[src/rtl/axi_lite_mem_arbiter.sv]
// Two AXI4-Lite masters (inst fetch, read-only; data, read/write) share one single-ported memory.
// One transaction in flight; grant is made combinationally in IDLE, everything else comes from registered state.
module axi_lite_mem_arbiter #(
  parameter int ADDR_W = 32,
  parameter int DATA_W = 32,
  parameter int FAIR   = 1
) (
  input  logic                clk,
  input  logic                rst,
  input  logic [ADDR_W-1:0]   i_araddr,
  input  logic                i_arvalid,
  output logic                i_arready,
  output logic [DATA_W-1:0]   i_rdata,
  output logic                i_rvalid,
  input  logic                i_rready,
  output logic [1:0]          i_rresp,
  input  logic [ADDR_W-1:0]   d_araddr,
  input  logic                d_arvalid,
  output logic                d_arready,
  output logic [DATA_W-1:0]   d_rdata,
  output logic                d_rvalid,
  input  logic                d_rready,
  output logic [1:0]          d_rresp,
  input  logic [ADDR_W-1:0]   d_awaddr,
  input  logic                d_awvalid,
  output logic                d_awready,
  input  logic [DATA_W-1:0]   d_wdata,
  input  logic [DATA_W/8-1:0] d_wstrb,
  input  logic                d_wvalid,
  output logic                d_wready,
  output logic                d_bvalid,
  input  logic                d_bready,
  output logic [1:0]          d_bresp,
  output logic [ADDR_W-1:0]   mem_raddr,
  output logic                mem_ren,
  input  logic [DATA_W-1:0]   mem_rdata,
  input  logic                mem_rvalid,
  output logic [ADDR_W-1:0]   mem_waddr,
  output logic [DATA_W-1:0]   mem_wdata,
  output logic [DATA_W/8-1:0] mem_wmask,
  output logic                mem_wen
);

  localparam int STRB_W = DATA_W / 8;

  typedef enum logic [2:0] {IDLE, RD, RRESP, WR, BRESP} state_t;

  state_t              state_q;
  logic                owner_q;      // 0 = inst, 1 = data
  logic                last_data_q;
  logic [ADDR_W-1:0]   addr_q;
  logic [DATA_W-1:0]   wdata_q;
  logic [STRB_W-1:0]   wmask_q;
  logic [DATA_W-1:0]   rdata_q;

  logic wr_cand, d_cand, i_cand, data_wins;
  logic grant_data, grant_inst, grant_wr, grant_drd;

  // A write needs both AW and W present; data side prefers write over read.
  always_comb begin
    wr_cand    = d_awvalid && d_wvalid;
    d_cand     = wr_cand || d_arvalid;
    i_cand     = i_arvalid;
    data_wins  = (FAIR == 0) || !i_cand || !last_data_q;
    grant_data = (state_q == IDLE) && d_cand && data_wins;
    grant_inst = (state_q == IDLE) && i_cand && !grant_data;
    grant_wr   = grant_data && wr_cand;
    grant_drd  = grant_data && !wr_cand;
  end

  assign i_arready = grant_inst;
  assign d_arready = grant_drd;
  assign d_awready = grant_wr;
  assign d_wready  = grant_wr;

  assign i_rvalid  = (state_q == RRESP) && !owner_q;
  assign d_rvalid  = (state_q == RRESP) && owner_q;
  assign i_rdata   = rdata_q;
  assign d_rdata   = rdata_q;
  assign d_bvalid  = (state_q == BRESP);
  assign i_rresp   = 2'b00;
  assign d_rresp   = 2'b00;
  assign d_bresp   = 2'b00;

  assign mem_ren   = (state_q == RD);
  assign mem_raddr = addr_q;
  assign mem_wen   = (state_q == WR);
  assign mem_waddr = addr_q;
  assign mem_wdata = wdata_q;
  assign mem_wmask = wmask_q;

  always_ff @(posedge clk) begin
    if (rst) begin
      state_q     <= IDLE;
      owner_q     <= 1'b0;
      last_data_q <= 1'b0;
      addr_q      <= '0;
      wdata_q     <= '0;
      wmask_q     <= '0;
      rdata_q     <= '0;
    end else begin
      case (state_q)
        IDLE: begin
          if (grant_inst) begin
            owner_q     <= 1'b0;
            last_data_q <= 1'b0;
            addr_q      <= i_araddr;
            state_q     <= RD;
          end else if (grant_drd) begin
            owner_q     <= 1'b1;
            last_data_q <= 1'b1;
            addr_q      <= d_araddr;
            state_q     <= RD;
          end else if (grant_wr) begin
            owner_q     <= 1'b1;
            last_data_q <= 1'b1;
            addr_q      <= d_awaddr;
            wdata_q     <= d_wdata;
            wmask_q     <= d_wstrb;
            state_q     <= WR;
          end
        end
        RD: begin
          if (mem_rvalid) begin
            rdata_q <= mem_rdata;
            state_q <= RRESP;
          end
        end
        RRESP: begin
          if (owner_q ? d_rready : i_rready) state_q <= IDLE;
        end
        WR:      state_q <= BRESP;
        BRESP: begin
          if (d_bready) state_q <= IDLE;
        end
        default: state_q <= IDLE;
      endcase
    end
  end

endmodule
[config.mk]
export PLATFORM = sky130hd
export DESIGN_NAME = axi_lite_mem_arbiter
export DESIGN_NICKNAME = d
export VERILOG_FILES = /design/src/rtl/axi_lite_mem_arbiter.sv
export SDC_FILE = /design/constraint.sdc
export NUM_CORES = 1
export LEC_CHECK = 0
export BUFFER_PORTS_ARGS = -buffer_cell sky130_fd_sc_hd__buf_4
export CAP_MARGIN = 10
export CORE_AREA = 4 4 135 137
export DETAILED_ROUTE_END_ITERATION = 12
export DIE_AREA = 0 0 139 141
export HOLD_SLACK_MARGIN = 0.06
export PLACE_DENSITY_LB_ADDON = 0.15
export SYNTH_ARGS = -nofsm -noshare
export SYNTH_HDL_FRONTEND = slang
export SYNTH_SLANG_ARGS = --single-unit
export TNS_END_PERCENT = 10
[constraint.sdc]
create_clock -name clk -period 2.3 [get_ports clk]
set_input_delay 0.115 -clock clk [delete_from_list [all_inputs] [get_ports clk]]
set_output_delay 0.115 -clock clk [all_outputs]
set_load 0.02 [all_outputs]
Word level (Yosys, flattened, before mapping)
Cells that the tools add are included.
Widths: inputs -> output; s select.
- reduce and logical (&&, ||, !) cells: 21
- bitwise gates (word level): 2
- multiplexer cells: 14
- equality and inequality tests: 8
- operators with widths (operator ; count):
    $mux 32 ; 3
    $mux 3 ; 6
    $pmux 3 s5 ; 1
    $logic_and 1x1->1 ; 9
    $reduce_and 4->1 ; 2
    $eq 3x2->1 const B ; 2
    $ne 2x1->1 const B ; 3
    $logic_not 1->1 ; 4
    $mux 1 ; 4
    $ne 4x4->1 const B ; 1
    $reduce_and 2->1 ; 2
    $eq 3x1->1 const B ; 1
    $eq 3x3->1 const B ; 1
    $logic_not 3->1 ; 1
    $reduce_bool 3->1 ; 1
    $logic_or 1x1->1 ; 2
    $not 1->1 ; 2
- input bits: 174
- register bits after elaboration: 104
- output and inout bits: 179

Logic depth before layout (Yosys ltp)
- depth in word-level cells: 9
- gate-level depth with buffers: 8

Worst setup path before layout
OpenSTA, ideal clock, no wires.
- path type: register to output
- start point: register state_q[2]
- end point: output d_wready
- arrival: 1.559 ns
- required time: 2.185 ns
- path slack: 0.626 ns
- stages on the path, launching flop included: 8
- buffers on the path: 4
- path through: dfxtp_1 > buf_6 > a2111o_1 > or2_1 > buf_4 > inv_4 > buf_6 > buf_4
- longest elaborated chain between the ends: 4
- RTL lines (item ; RTL line ; source):
    start: declaration ; 48 ; state_t state_q;
    start signal: assignment ; 94 ; state_q <= IDLE;
    start signal: assignment ; 108 ; state_q <= RD;
    start signal: assignment ; 113 ; state_q <= RD;
    $logic_not 3->1 ; 65 ; grant_data = (state_q == IDLE) && d_cand && data_wins;
    $logic_and 1x1->1 (2 in series) ; 65 ;
    $logic_and 1x1->1 ; 67 ; grant_wr = grant_data && wr_cand;
    end: declaration ; 30 ; output logic d_wready,
No other way between the ends.

Worst setup path after layout
- start point: register state_q[2]
- end point: output d_awready
- longest elaborated chain between the ends: 4
- RTL lines (item ; RTL line ; source):
    $logic_not 3->1 ; 65 ;
    $logic_and 1x1->1 (2 in series) ; 65 ;
    $logic_and 1x1->1 ; 67 ;
    end: declaration ; 26 ; output logic d_awready,
No other way between the ends.

==> run summary <==
Initial cell density of the core: 28.4%. The critical path class is reg2out. IR analysis of the VDD net gives a maximum drop of 0.000421 V. No sink is reached through more buffers than the 2 on the longest clock path. The number of gates resized after CTS was 0. The congestion estimate from routability-driven global placement came to 0.747. Dividing the detail-routed wire length by the instance count gives 15.8 microns. Hold is met by 0.0794 ns.

Global routing consumed, over all layers together, 18.2% of the routing resources. Synthesis instantiated 35 different standard cells from the library. Sequential cells were found to cover 43.0% of the synthesized design area.

For this design, the sink count on the clock tree is 104. The tools report the number of placement rows as 48. The Yosys step of the flow raised 0 warnings. In this run the cell area measured after placement is 7080 sq um. The root buffer cell chosen for the clock tree is clkbuf_16.

The count of buffers inserted at the top-level ports was 346; the remaining global-route overflow was 0. After layout, the worst path uses 91.6% of the clock period. The count of filler cells inserted in the layout was 1683.

The tools report the reg-to-reg critical path startpoint as state_q[2]. The post-route DRC violation count was 0; the arrival time reported for the critical path endpoint was 1.99 ns. Tracing the worst setup path back leads to its startpoint at state_q[2]. Clock-pin slew on the worst setup and hold paths: 0.08 ns. In this run the count of I/O pins placed on the die edge is 353.

The areal power density over the cells is 725 nW/um^2. The height of the die came out at 141 microns. The top cell types in the final layout, fill and taps aside, are 358 x buf_4, 204 x nand2_1, 104 x dfxtp_1. STA classifies the critical path endpoint as a primary output. The clock insertion delay at the later pin of the skew report was 0.35 ns; the measured slew at the worst slew-check pin was 0.577 ns. The aggregate routed wire length is 18700 microns, and the synthesized area per cell is 8.12 sq um.

The H-tree was split into 3 levels. After floorplanning, the core was sized to cover 17100 sq um. The number of hold-slack violations in the final timing report came out at 0. The run finished with clean final reports. Of the cells placed in the final design, the portion with a size suffix greater than 1 is 45.3%. The number of global-route vias before repair was 5325; the count of antenna diodes in the layout was 0.

The clock period could shrink to 2.11 ns. For the antenna violation net count after detailed routing, the log shows 0. TritonCTS built the clock tree.

The first global-routing pass estimated 28500 microns of wire. The run gives 49 as the largest net degree at the start of global routing. The tools report the leakage power summed over all cells as 3.84 nW. After detailed routing, the number of vias per cell comes to 4.40. The first detailed-routing pass took 4 iterations.

Setup repair after global routing left no endpoint under its margin. The maximum fanout along the worst path was 38; the area growth from synthesis to layout was 73.5%. The number of buffers created by CTS was 9. The tools report the start point of the worst min-delay path as mem_rvalid. The initial antenna violation count is 0, and the max-slew headroom at the worst pin is 61.6%. The logs give 0 for the max-slew violation total from the final report and 0 for the reported max-cap violation count. After the first detailed-routing iteration, the DRC count stood at 195. The worst hold path depth came out at 3.

Synthesis produced a netlist whose cell count is 596. The wire-length estimate of the detail-placed layout is 13500 microns. For the final database, setup skew stands at 0.00896 ns. The worst setup path is launched from a flip-flop. The run gives 5223 as the total via count after detailed routing. For the data required time at the worst endpoint, the log shows 2.18 ns. The area of the die was 19600 sq um. Summed over all failing endpoints, the final setup total negative slack is 0 ns. Class of the tightest hold or removal check: in2reg.

The die outline width works out to 139 microns. For the post-CTS repair timing setup buffer count, the log shows 0. Setup violations remaining at the end of the flow were counted as 0. The mapped netlist covers 4840 sq um. The worst register-to-register path has a depth of 5.

The area of all placed cells without fillers is 8390 sq um, and the count of nets after finishing is 1131. The upper clock frequency limit is 475 MHz. The synthesized design contains 104 register bits. The library cell used most frequently in the layout, excluding fill and tap cells, is buf_4.
==> stage by stage <==
step / total power [W] / cells / worst slack [ns] / utilization (%)
finish: 0.00608 / 1187 / 0.193 / 49.2
floorplan: 0.00360 / 601 / 0.626 / -
detailed placement: 0.00440 / 1070 / 0.377 / 41.5
global route: 0.00641 / 1187 / 0.0582 / 49.2
global placement: 0.00439 / 1070 / 0.406 / 41.5
CTS: 0.00618 / 1187 / 0.151 / 49.2
==> power breakdown <==
part | switching [W] | internal [W] | total (W)
combinational | 0.00120 | 0.00105 | 0.00226
sequential | 0.000190 | 0.00203 | 0.00222
clock | 0.000742 | 0.000862 | 0.00160
total | 0.00214 | 0.00394 | 0.00608
==> cell families after synthesis <==
family,Yosys count,synth area share [%]
AND/OR/NAND/NOR,230,19.1
multiplexers,1,0.207
buffers and inverters,116,15.9
other,1,0.0775
flip-flops,104,43.0
AO/OA/AOI/OAI,144,21.7
==> path summary, 6_finish.rpt <==
path,end,slack (ns)
max,d_awready,0.19
min,state_q[0],0.08
max reg2reg,mem_raddr[0],0.37
min reg2reg,mem_wdata[26],0.46
==> timing repair <==
item / 4_1_cts / 5_1_grt
hold buffers: 101 / 0
endpoints found under the hold margin: 101 / 0
setup endpoints to repair: 0 / 0
==> flip-flops by register name, summed over array words and instances, names as in the netlist <==
register     count
d_rdata         32
last_data_q      1
mem_raddr       32
mem_wdata       32
mem_wmask        4
state_q          3
==> cell usage after synthesis <==
master	n	area (sq um)
nor2b_1	2	12.5
nand2b_1	1	6.26
buf_4	72	541
buf_2	1	5.00
a2111o_1	1	11.3
dfxtp_1	104	2080
a221o_2	26	293
a21boi_1	1	7.51
nand3b_1	1	7.51
inv_1	1	3.75
o21bai_1	1	7.51
buf_6	8	90.1
and2_1	2	12.5
o21ai_0	1	5.00
nor3_1	1	5.00
or3_1	2	12.5
or2_1	1	6.26
nor2_1	6	22.5
and3_1	1	6.26
mux2i_1	1	10.0
a21bo_2	1	10.0
a21oi_2	30	263
a211oi_1	1	7.51
clkbuf_1	30	113
nor3_2	1	10.0
nor3b_1	5	37.5
a221o_1	6	60.1
buf_1	3	11.3
conb_1	1	3.75
and3b_1	1	8.76
nand2_1	204	766
inv_4	1	6.26
o32ai_1	1	8.76
nand3_1	2	10.0
a21oi_1	75	375
==> critical path, stage by stage (launching register included) <==
cell,delay [ns]
dfxtp_1,0.39
a2111o_1,0.43
or2_1,0.27
inv_4,0.31
buf_4,0.22
==> final cells by class <==
cell class	instances	area [sq um]	area share [%]
Timing Repair Buffer	459	3700	44.1
Clock buffer	10	229	2.73
Multi-Input combinational cell	381	2020	24.0
Inverter	2	10.0	0.119
Sequential cell	104	2080	24.8
Tap cell	225	282	3.35
Clock inverter	6	73.8	0.880
==> layer usage <==
metal | vias up | global-route usage, % | wire length [microns] | share of wire [%]
met5 | - | 0 | 0 | 0
met4 | 0 | 6.44 | 408 | 2.2
met3 | 21 | 4.75 | 1460 | 7.8
met2 | 238 | 32.9 | 9490 | 51
met1 | 2333 | 20.6 | 7340 | 39
li1 | 2631 | - | - | -
Note: power is estimated with default switching activity, not from simulation.
